==> src/rtl/rx_bit_decoder_if.sv <==
`timescale 1ns/1ps
`default_nettype none
// ============================================================================
// Module   : rx_bit_decoder_if
// Brief    : Line inputs and decoded-bit/event outputs of the USB RX front end
// Revision : 1.0
// ============================================================================
interface rx_bit_decoder_if;
    logic d_plus_sync;
    logic d_minus_sync;
    logic d_orig;
    logic shift_enable;
    logic byte_received;
    logic eop;
    logic align_err;
    logic stuff_err;

    // master drives the line, slave is the decoder
    modport master (
        output d_plus_sync, d_minus_sync,
        input  d_orig, shift_enable, byte_received, eop, align_err, stuff_err
    );
    modport slave (
        input  d_plus_sync, d_minus_sync,
        output d_orig, shift_enable, byte_received, eop, align_err, stuff_err
    );
endinterface
`default_nettype wire

==> src/rtl/rx_bit_decoder.sv <==
`timescale 1ns/1ps
`default_nettype none
// ============================================================================
// Module   : rx_bit_decoder
// Brief    : USB FS RX bit recovery, NRZI decode, bit unstuffing and EOP detect
// Revision : 1.0
// ============================================================================
module rx_bit_decoder #(
    parameter int CLKS_PER_BIT = 8,
    parameter int SAMPLE_PT    = 3
) (
    input wire clk,
    input wire n_rst,
    rx_bit_decoder_if.slave bus
);
    localparam int CW = $clog2(CLKS_PER_BIT);
    localparam logic [CW-1:0] C_SAMPLE_PT = CW'(SAMPLE_PT);
    localparam logic [CW-1:0] C_LAST_PH   = CW'(CLKS_PER_BIT - 1);

    localparam logic [1:0] S_IDLE     = 2'd0;
    localparam logic [1:0] S_ACTIVE   = 2'd1;
    localparam logic [1:0] S_ERR      = 2'd2;
    localparam logic [1:0] S_EOP_WAIT = 2'd3;

    logic [1:0]    state, state_nxt;
    logic          dp_q;
    logic          prev_line, prev_line_nxt;
    logic [CW-1:0] cnt, cnt_nxt;
    logic [2:0]    ones_cnt, ones_nxt;
    logic [2:0]    bit_cnt, bit_cnt_nxt;
    logic          byte_wrap, byte_wrap_nxt;
    logic          d_orig_q, d_orig_nxt;
    logic          shift_q, shift_nxt;
    logic          byte_q;
    logic          eop_q, eop_nxt;
    logic          align_q, align_nxt;
    logic          stuff_q, stuff_nxt;

    logic line_edge, samp, se0, line_j, start, bit_val;

    assign line_edge = bus.d_plus_sync != dp_q;
    assign se0       = !bus.d_plus_sync && !bus.d_minus_sync;
    assign line_j    = bus.d_plus_sync && !bus.d_minus_sync;
    assign start     = (state == S_IDLE) && dp_q && !bus.d_plus_sync;
    assign samp      = (cnt == C_SAMPLE_PT) && (state != S_IDLE);
    assign bit_val   = bus.d_plus_sync == prev_line;

    always_ff @(posedge clk or negedge n_rst) begin
        if (!n_rst) begin
            state     <= S_IDLE;
            dp_q      <= 1'b1;
            prev_line <= 1'b1;
            cnt       <= '0;
            ones_cnt  <= 3'd0;
            bit_cnt   <= 3'd0;
            byte_wrap <= 1'b0;
            d_orig_q  <= 1'b0;
            shift_q   <= 1'b0;
            byte_q    <= 1'b0;
            eop_q     <= 1'b0;
            align_q   <= 1'b0;
            stuff_q   <= 1'b0;
        end else begin
            state     <= state_nxt;
            dp_q      <= bus.d_plus_sync;
            prev_line <= prev_line_nxt;
            cnt       <= cnt_nxt;
            ones_cnt  <= ones_nxt;
            bit_cnt   <= bit_cnt_nxt;
            byte_wrap <= byte_wrap_nxt;
            d_orig_q  <= d_orig_nxt;
            shift_q   <= shift_nxt;
            byte_q    <= byte_wrap;
            eop_q     <= eop_nxt;
            align_q   <= align_nxt;
            stuff_q   <= stuff_nxt;
        end
    end

    always_comb begin
        state_nxt = state;
        case (state)
            S_IDLE:     if (start) state_nxt = S_ACTIVE;
            S_ACTIVE: begin
                if (samp) begin
                    if (se0)
                        state_nxt = S_EOP_WAIT;
                    else if ((ones_cnt == 3'd6) && bit_val)
                        state_nxt = S_ERR;
                end
            end
            S_ERR:      if (samp && se0) state_nxt = S_EOP_WAIT;
            S_EOP_WAIT: if (samp && line_j) state_nxt = S_IDLE;
            default:    state_nxt = S_IDLE;
        endcase
    end

    always_comb begin
        // An edge only re-phases the sampler while bits are being tracked
        if (start || (((state == S_ACTIVE) || (state == S_ERR)) && line_edge))
            cnt_nxt = '0;
        else if (cnt == C_LAST_PH)
            cnt_nxt = '0;
        else
            cnt_nxt = cnt + CW'(1);
    end

    always_comb begin
        d_orig_nxt    = d_orig_q;
        shift_nxt     = 1'b0;
        eop_nxt       = 1'b0;
        align_nxt     = 1'b0;
        stuff_nxt     = 1'b0;
        byte_wrap_nxt = 1'b0;
        prev_line_nxt = prev_line;
        ones_nxt      = ones_cnt;
        bit_cnt_nxt   = bit_cnt;
        if (start) begin
            prev_line_nxt = 1'b1;
            ones_nxt      = 3'd0;
            bit_cnt_nxt   = 3'd0;
        end else if (samp && (state == S_ACTIVE)) begin
            if (se0) begin
                eop_nxt   = 1'b1;
                align_nxt = bit_cnt != 3'd0;
            end else begin
                prev_line_nxt = bus.d_plus_sync;
                if (ones_cnt == 3'd6) begin
                    if (bit_val)
                        stuff_nxt = 1'b1;
                    else
                        ones_nxt = 3'd0;
                end else begin
                    shift_nxt     = 1'b1;
                    d_orig_nxt    = bit_val;
                    ones_nxt      = bit_val ? ones_cnt + 3'd1 : 3'd0;
                    bit_cnt_nxt   = bit_cnt + 3'd1;
                    byte_wrap_nxt = bit_cnt == 3'd7;
                end
            end
        end else if (samp && (state == S_ERR) && se0) begin
            eop_nxt = 1'b1;
        end
    end

    // byte_received trails the 8th strobe so the shift register already holds the byte
    assign bus.d_orig        = d_orig_q;
    assign bus.shift_enable  = shift_q;
    assign bus.byte_received = byte_q;
    assign bus.eop           = eop_q;
    assign bus.align_err     = align_q;
    assign bus.stuff_err     = stuff_q;
endmodule
`default_nettype wire
==> src/flat_wrapper.sv <==
// flat-port wrapper written by rule: the top's interface ports become plain ports
module rx_bit_decoder_flat 
#(
    parameter int CLKS_PER_BIT = 8,
    parameter int SAMPLE_PT    = 3
)
  (clk, n_rst, bus_d_plus_sync, bus_d_minus_sync, bus_d_orig, bus_shift_enable, bus_byte_received, bus_eop, bus_align_err, bus_stuff_err);
  rx_bit_decoder_if bus_i ();
  input wire clk;
  input wire n_rst;
  input wire logic [$bits(bus_i.d_plus_sync)-1:0] bus_d_plus_sync;
  input wire logic [$bits(bus_i.d_minus_sync)-1:0] bus_d_minus_sync;
  output wire logic [$bits(bus_i.d_orig)-1:0] bus_d_orig;
  output wire logic [$bits(bus_i.shift_enable)-1:0] bus_shift_enable;
  output wire logic [$bits(bus_i.byte_received)-1:0] bus_byte_received;
  output wire logic [$bits(bus_i.eop)-1:0] bus_eop;
  output wire logic [$bits(bus_i.align_err)-1:0] bus_align_err;
  output wire logic [$bits(bus_i.stuff_err)-1:0] bus_stuff_err;
  assign bus_i.d_plus_sync = bus_d_plus_sync;
  assign bus_i.d_minus_sync = bus_d_minus_sync;
  assign bus_d_orig = bus_i.d_orig;
  assign bus_shift_enable = bus_i.shift_enable;
  assign bus_byte_received = bus_i.byte_received;
  assign bus_eop = bus_i.eop;
  assign bus_align_err = bus_i.align_err;
  assign bus_stuff_err = bus_i.stuff_err;
  rx_bit_decoder #(.CLKS_PER_BIT(CLKS_PER_BIT), .SAMPLE_PT(SAMPLE_PT)) u_core (.clk(clk), .n_rst(n_rst), .bus(bus_i));
endmodule
==> config.mk <==
export PLATFORM = sky130hd
export DESIGN_NAME = rx_bit_decoder_flat
export DESIGN_NICKNAME = d
export VERILOG_FILES = /design/src/rtl/rx_bit_decoder_if.sv /design/src/rtl/rx_bit_decoder.sv /design/src/flat_wrapper.sv
export SDC_FILE = /design/constraint.sdc
export NUM_CORES = 1
export LEC_CHECK = 0
export CORE_ASPECT_RATIO = 0.7
export CORE_MARGIN = 2
export CORE_UTILIZATION = 43
export DETAILED_ROUTE_END_ITERATION = 8
export GPL_ROUTABILITY_DRIVEN = 1
export HOLD_SLACK_MARGIN = 0.03
export PLACE_DENSITY = 0.67
export SYNTH_ARGS = -nofsm -noshare
export SYNTH_HDL_FRONTEND = slang
export SYNTH_SLANG_ARGS = --single-unit
==> constraint.sdc <==
create_clock -name clk -period 2.1 [get_ports clk]
set_input_delay 0.42 -clock clk [delete_from_list [all_inputs] [get_ports clk]]
set_output_delay 0.42 -clock clk [all_outputs]
set_load 0.01 [all_outputs]
## Word-level counts from Yosys, hierarchy flattened

Index checks and enable logic that the tools add are counted.

| storage, ports and cells | value |
|---|---|
| flip-flop bits (word level) | 20 |
| bits of input ports | 4 |
| output and inout port bits | 6 |
| logic and storage cells | 103 |

| operators by class | value |
|---|---|
| $add $sub $neg | 3 |
| equal/unequal tests | 17 |
| mux-type cells | 42 |
| bitwise operators | 3 |
| reduce and logical (&&, ||, !) cells | 25 |

Operators by type and width:

| kind | count |
|---|---|
| $mux W3 | 12 |
| $mux W1 | 23 |
| $logic_and A1 B1 Y1 | 12 |
| $mux W2 | 6 |
| $ne A2 B1 Y1 const B | 5 |
| $add A3 B1 Y3 const B | 3 |
| $eq A3 B3 Y1 const B | 3 |
| $pmux W2 S4 | 1 |
| $reduce_and A3 Y1 | 2 |
| $reduce_and A5 Y1 | 1 |
| $eq A2 B2 Y1 const B | 2 |
| $reduce_and A4 Y1 | 1 |
| $reduce_bool A2 Y1 | 2 |
| $eq A3 B2 Y1 const B | 1 |
| $ne A3 B1 Y1 const B | 1 |
| $ne A3 B2 Y1 const B | 1 |
| $not A1 Y1 | 3 |
| $reduce_bool A3 Y1 | 1 |
| $eq A2 B1 Y1 const B | 1 |
| $logic_not A1 Y1 | 2 |
| $logic_not A2 Y1 | 1 |
| $logic_or A1 B1 Y1 | 2 |
| $ne A2 B2 Y1 const B | 1 |
| $reduce_and A2 Y1 | 1 |
| other kinds (2) | 2 |

## Logic depth before layout (Yosys ltp)

| logic depth | value |
|---|---|
| word-level depth | 7 |
| depth in mapped cells | 7 |
| depth with buffers taken out | 6 |

## Worst setup path before layout

OpenSTA, ideal clock, no wires.

| timing path | value |
|---|---|
| path type | register to register |
| start | register u_core.state[0] |
| end | register u_core.state[1] |
| library setup time | 0.125 ns |
| arrival time | 1.798 ns |
| data required time | 1.975 ns |
| path slack | 0.177 ns |
| stages on the path, launching flop included | 7 |
| path buffers | 0 |
| clock period less this slack | 1.923 ns |
| path through | dfrtp_1 > inv_1 > ha_1 > or4b_1 > o311ai_1 > nand3_2 > mux2_4 |

| on the way | value |
|---|---|
| cells in the longest elaborated chain, start to end | 5 |
| elaborated cells on any way between the ends | 17 |
| classes of those cells | eq/ne: 8; mux: 1; reduce/logical: 8 |

RTL lines:

| what | RTL line | RTL |
|---|---|---|
| start, declared | rx_bit_decoder.sv:25 | `logic [1:0] state, state_nxt;` |
| start signal, assigned | rx_bit_decoder.sv:64 | `state <= state_nxt;` |
| $logic_not A2 Y1 or $reduce_bool A2 Y1 (tied branches) | rx_bit_decoder.sv:44, rx_bit_decoder.sv:82, rx_bit_decoder.sv:45 |  |
| $logic_and A1 B1 Y1, on equally long branches | rx_bit_decoder.sv:44, rx_bit_decoder.sv:45 |  |
| $logic_and A1 B1 Y1, on equally long branches | rx_bit_decoder.sv:44, rx_bit_decoder.sv:92, rx_bit_decoder.sv:93 |  |
| $ne A2 B1 Y1 (no source line) | - |  |
| $reduce_and A5 Y1 (no source line) | - |  |

Parallel ways exist; a longest one is shown, timed or not.
A chain may end at the register's enable or synchronous reset.

## Worst setup path after layout

| timing path | value |
|---|---|
| start | register u_core.state[1] |
| end | register u_core.state[1] |

Same word-level chain as after synthesis.

==> impl_summary.log <==
INFO  metric status = complete, no violations
INFO  metric synth_largest_type_area_fraction = 0.418
INFO  metric synth-seq-area-share = 0.466
INFO  metric irDropWorstVdd = 0.672 mV
INFO  metric setup-tns-final = 0 ps
INFO  metric final_net_count = between 100 and 150
INFO  metric maxClockFrequency = 500 MHz
INFO  metric synth_commonest_cells = sky130_fd_sc_hd__dfrtp_1 (18), sky130_fd_sc_hd__ha_1 (13), sky130_fd_sc_hd__nor2_1 (11)
INFO  metric yosys_warnings = 0
INFO  metric drive_above_1_share = 0.165
INFO  metric cellPowerDensity = between 1000 and 1500 nW/um^2
INFO  metric hp-class = register to register
INFO  metric clock-sinks = 20
INFO  metric design.die.area = around 3000 sq um
INFO  metric total_power_consumption_of_the_routed_design = approximately 1.4 mW
INFO  metric layout_min_cycle_time = 2000 ps
INFO  metric totalWireLength = 1.98 mm
INFO  metric postSynthRegisterBits = 20
INFO  metric floorplan.io_pins = 10
INFO  metric holdCritStartpoint = u_core.byte_wrap
INFO  metric drv_slew = 0
INFO  metric antenna_found_initial = 0
INFO  metric finalSetupViolations = 0
INFO  metric cp_data_arrival_time = 2200 ps
INFO  metric crit-reg2reg-capture = u_core.state[1]
INFO  metric crit_fanout = 6
INFO  metric power.share.sequential = 0.390
INFO  metric drv.max_cap_violation_count = 0
INFO  metric filler_cell_count = between 200 and 250
INFO  metric antennaDiodeCount = 0
INFO  metric detailedPlacementHpwl = around 1.5 mm
INFO  metric quantity_of_i_o_buffers_inserted_on_ports = 9
INFO  metric cp-end-kind = register
INFO  metric place.gp.congestion = 0.839
INFO  metric antenna_violating_nets_remaining = 0
INFO  metric initial_utilization = 0.445
INFO  metric finalCritPeriodShare = 0.953
INFO  metric numCtsBuffers = 3
INFO  metric yosys_most_used_dff = sky130_fd_sc_hd__dfrtp_1
INFO  metric critPathKind = register to register
INFO  metric routed_via_density = 5.03
INFO  metric flow.area_growth_from_synthesis = 22.2%
INFO  metric synthesis.instances = 100
INFO  metric maxSlewHeadroom = 0.710
INFO  metric row_count = 15
INFO  metric h-tree-depth = 1
INFO  metric routed_wire_length_per_instance = 12.8 um
INFO  metric vias = 780
INFO  metric power.net_switching = roughly 0.50 mW
INFO  metric core_area = ~2400 sq um
INFO  metric netlist_top_cells_area = sky130_fd_sc_hd__dfrtp_1 (42%), sky130_fd_sc_hd__ha_1 (15%), sky130_fd_sc_hd__dfstp_2 (4.9%), sky130_fd_sc_hd__nor2_1 (3.8%), sky130_fd_sc_hd__mux2i_1 (3.7%)
INFO  metric path_clk_slew = about 110 ps
INFO  metric worst_hold_path.num_cells = 0
INFO  metric synth.distinct_cells = 32
INFO  metric numPlacedInstances = 150
INFO  metric static-leakage-power = around 0.63 nW
INFO  metric rsz0062_at_grt = no
INFO  metric critical_path_required = between 2000 and 2500 ps
INFO  metric post_route_drc = 0
INFO  metric worst-slew-pin-transition = between 400 and 500 ps
INFO  metric p_int = 0.935 mW
INFO  metric reg2reg_setup_slack = 100 ps
INFO  metric crit_start = u_core.state[1]
INFO  metric clock_tree_from_tritoncts = yes
INFO  metric via_count_of_the_first_global_routing_pass = just under 800
INFO  metric synth_async_sr_flop_share = 1.00
INFO  metric min_delay_worst_endpoint = u_core.bus.byte_received
INFO  metric synthesis.area_per_instance = between 10 and 15 sq um
INFO  metric worstSetupStartpointType = register
INFO  metric synthMostInstantiatedCell = sky130_fd_sc_hd__dfrtp_1
INFO  metric edff_count_synth = 0
INFO  metric multi_input_comb_area = between 500 and 600 sq um
INFO  metric chipWidth = about 64 um
INFO  metric instances_no_fill = between 150 and 200
INFO  metric switching_share = 0.351
INFO  metric power.combinational.fraction = 0.458
INFO  metric finalHoldViolations = 0
INFO  metric sequential_cell_area = 503 sq um
INFO  metric global_route.usage.total = 0.160
INFO  metric syn_nets = between 100 and 150
INFO  metric drtIter0Drc = 34
INFO  metric reg_to_reg_startpoint = u_core.state[1]
INFO  metric post-synth-top-area-cell = sky130_fd_sc_hd__dfrtp_1
INFO  metric cts_root_buffer = sky130_fd_sc_hd__clkbuf_4
INFO  metric clock_insertion_delay_worst_skew = ~300 ps
INFO  metric detailedRoute.firstPassIterationCount = 4
INFO  metric gr-total-overflow = 0
INFO  metric die_height = between 40 and 50 um
INFO  metric r2r.worst_path.cells = 6
INFO  metric clkPwrFrac = 0.152
INFO  metric netlist_area_pre_place = ~1100 sq um
INFO  metric postCtsHoldBufs = 0
INFO  metric grt_pass1_wl = between 3 and 4 mm
INFO  metric fin_skew = about 4.7 ps
INFO  metric cts_buffer_depth = 2
INFO  metric grt_max_degree = 21
## power by group through the flow
| stage | Clock [mW] | Sequential, mW | Combinational [mW] |
|---|---|---|---|
| CTS | 0.227 | 0.565 | 0.644 |
| detailed placement | 0 | 0.574 | 0.640 |
| finish | 0.220 | 0.561 | 0.659 |
| floorplan | 0 | 0.558 | 0.425 |
| global route | 0.246 | 0.576 | 0.746 |
| global placement | 0 | 0.564 | 0.618 |
## cell usage in the layout, fill, tap and decap left out, types with 2 or more instances in the layout
cell                               n
sky130_fd_sc_hd__mux2i_1           4
sky130_fd_sc_hd__and3b_1           2
sky130_fd_sc_hd__ha_1             13
sky130_fd_sc_hd__dfrtp_1          18
sky130_fd_sc_hd__dfstp_2           2
sky130_fd_sc_hd__nor2_1           11
sky130_fd_sc_hd__nand2_1           4
sky130_fd_sc_hd__o21ai_0           8
sky130_fd_sc_hd__a21oi_1           5
sky130_fd_sc_hd__nand3b_1          2
sky130_fd_sc_hd__buf_4            10
sky130_fd_sc_hd__nor3_1            2
sky130_fd_sc_hd__clkbuf_4          3
sky130_fd_sc_hd__clkdlybuf4s50_1   9
sky130_fd_sc_hd__inv_1             8
sky130_fd_sc_hd__nand2b_1          2
## metal layers
layer  track usage  vias up  wire length (um)
met5             0        -                 0
met4        0.0565        0                23
met3        0.0545        4                99
met2         0.256       18               886
met1         0.206      368               969
li1              -      390                 -
## cell type report
type,instances,share of cell area
well taps,34,0.0323
inverters,8,0.0228
multi-input cells,70,0.410
flip-flops and latches,20,0.382
clock buffers,4,0.0275
repair buffers,19,0.125
## sequential cells by signal (all words and copies together) (netlist names), 2 cells and up
name / count
u_core.bit_cnt: 3
u_core.cnt: 3
u_core.ones_cnt: 3
u_core.state: 2
## metrics by stage
stage | area, sq um | setup WS [ps] | utilization | hold WS, ps
floorplan | 1080 | 177 | - | 124
global placement | 1270 | 7.35 | 0.524 | 335
detailed placement | 1270 | -25.3 | 0.524 | 338
CTS | 1300 | 78.2 | 0.539 | 364
global route | 1320 | 13.4 | 0.544 | 384
finish | 1320 | 99.3 | 0.544 | 361
## worst max-delay path by stage
stage | to | slack, ps | cells past startpoint
global route | u_core.state[1] | 10 | 6
global placement | u_core.state[1] | 7 | 5
detailed placement | u_core.state[1] | -30 | 5
finish | u_core.state[1] | 100 | 6
floorplan | u_core.state[1] | 180 | 6
CTS | u_core.state[1] | 80 | 6
## worst max-delay path, stage by stage, from the launching register on
cell and delay (ps):
sky130_fd_sc_hd__dfrtp_1 410, sky130_fd_sc_hd__inv_1 100, sky130_fd_sc_hd__ha_1 250, sky130_fd_sc_hd__or4b_1 540, sky130_fd_sc_hd__o311ai_1 130, sky130_fd_sc_hd__nand3_2 150
sky130_fd_sc_hd__mux2_4 310
## cells by family after synthesis
kind of cell,Yosys count,share of synthesized area
AOI/OAI and AO/OA,21,0.123
xor gates and xnor gates,2,0.0162
adders and majority gates,13,0.151
buffers and inverters,10,0.0383
DFF,20,0.466
muxes,5,0.0510
and+or+nand+nor,29,0.154
## timing repair
action	CTS	global route
endpoints found under the hold margin	0	0
resized for setup	0	1
setup endpoints to repair	0	3
buffers inserted	0	1
Note: power is estimated with default switching activity, not from simulation.
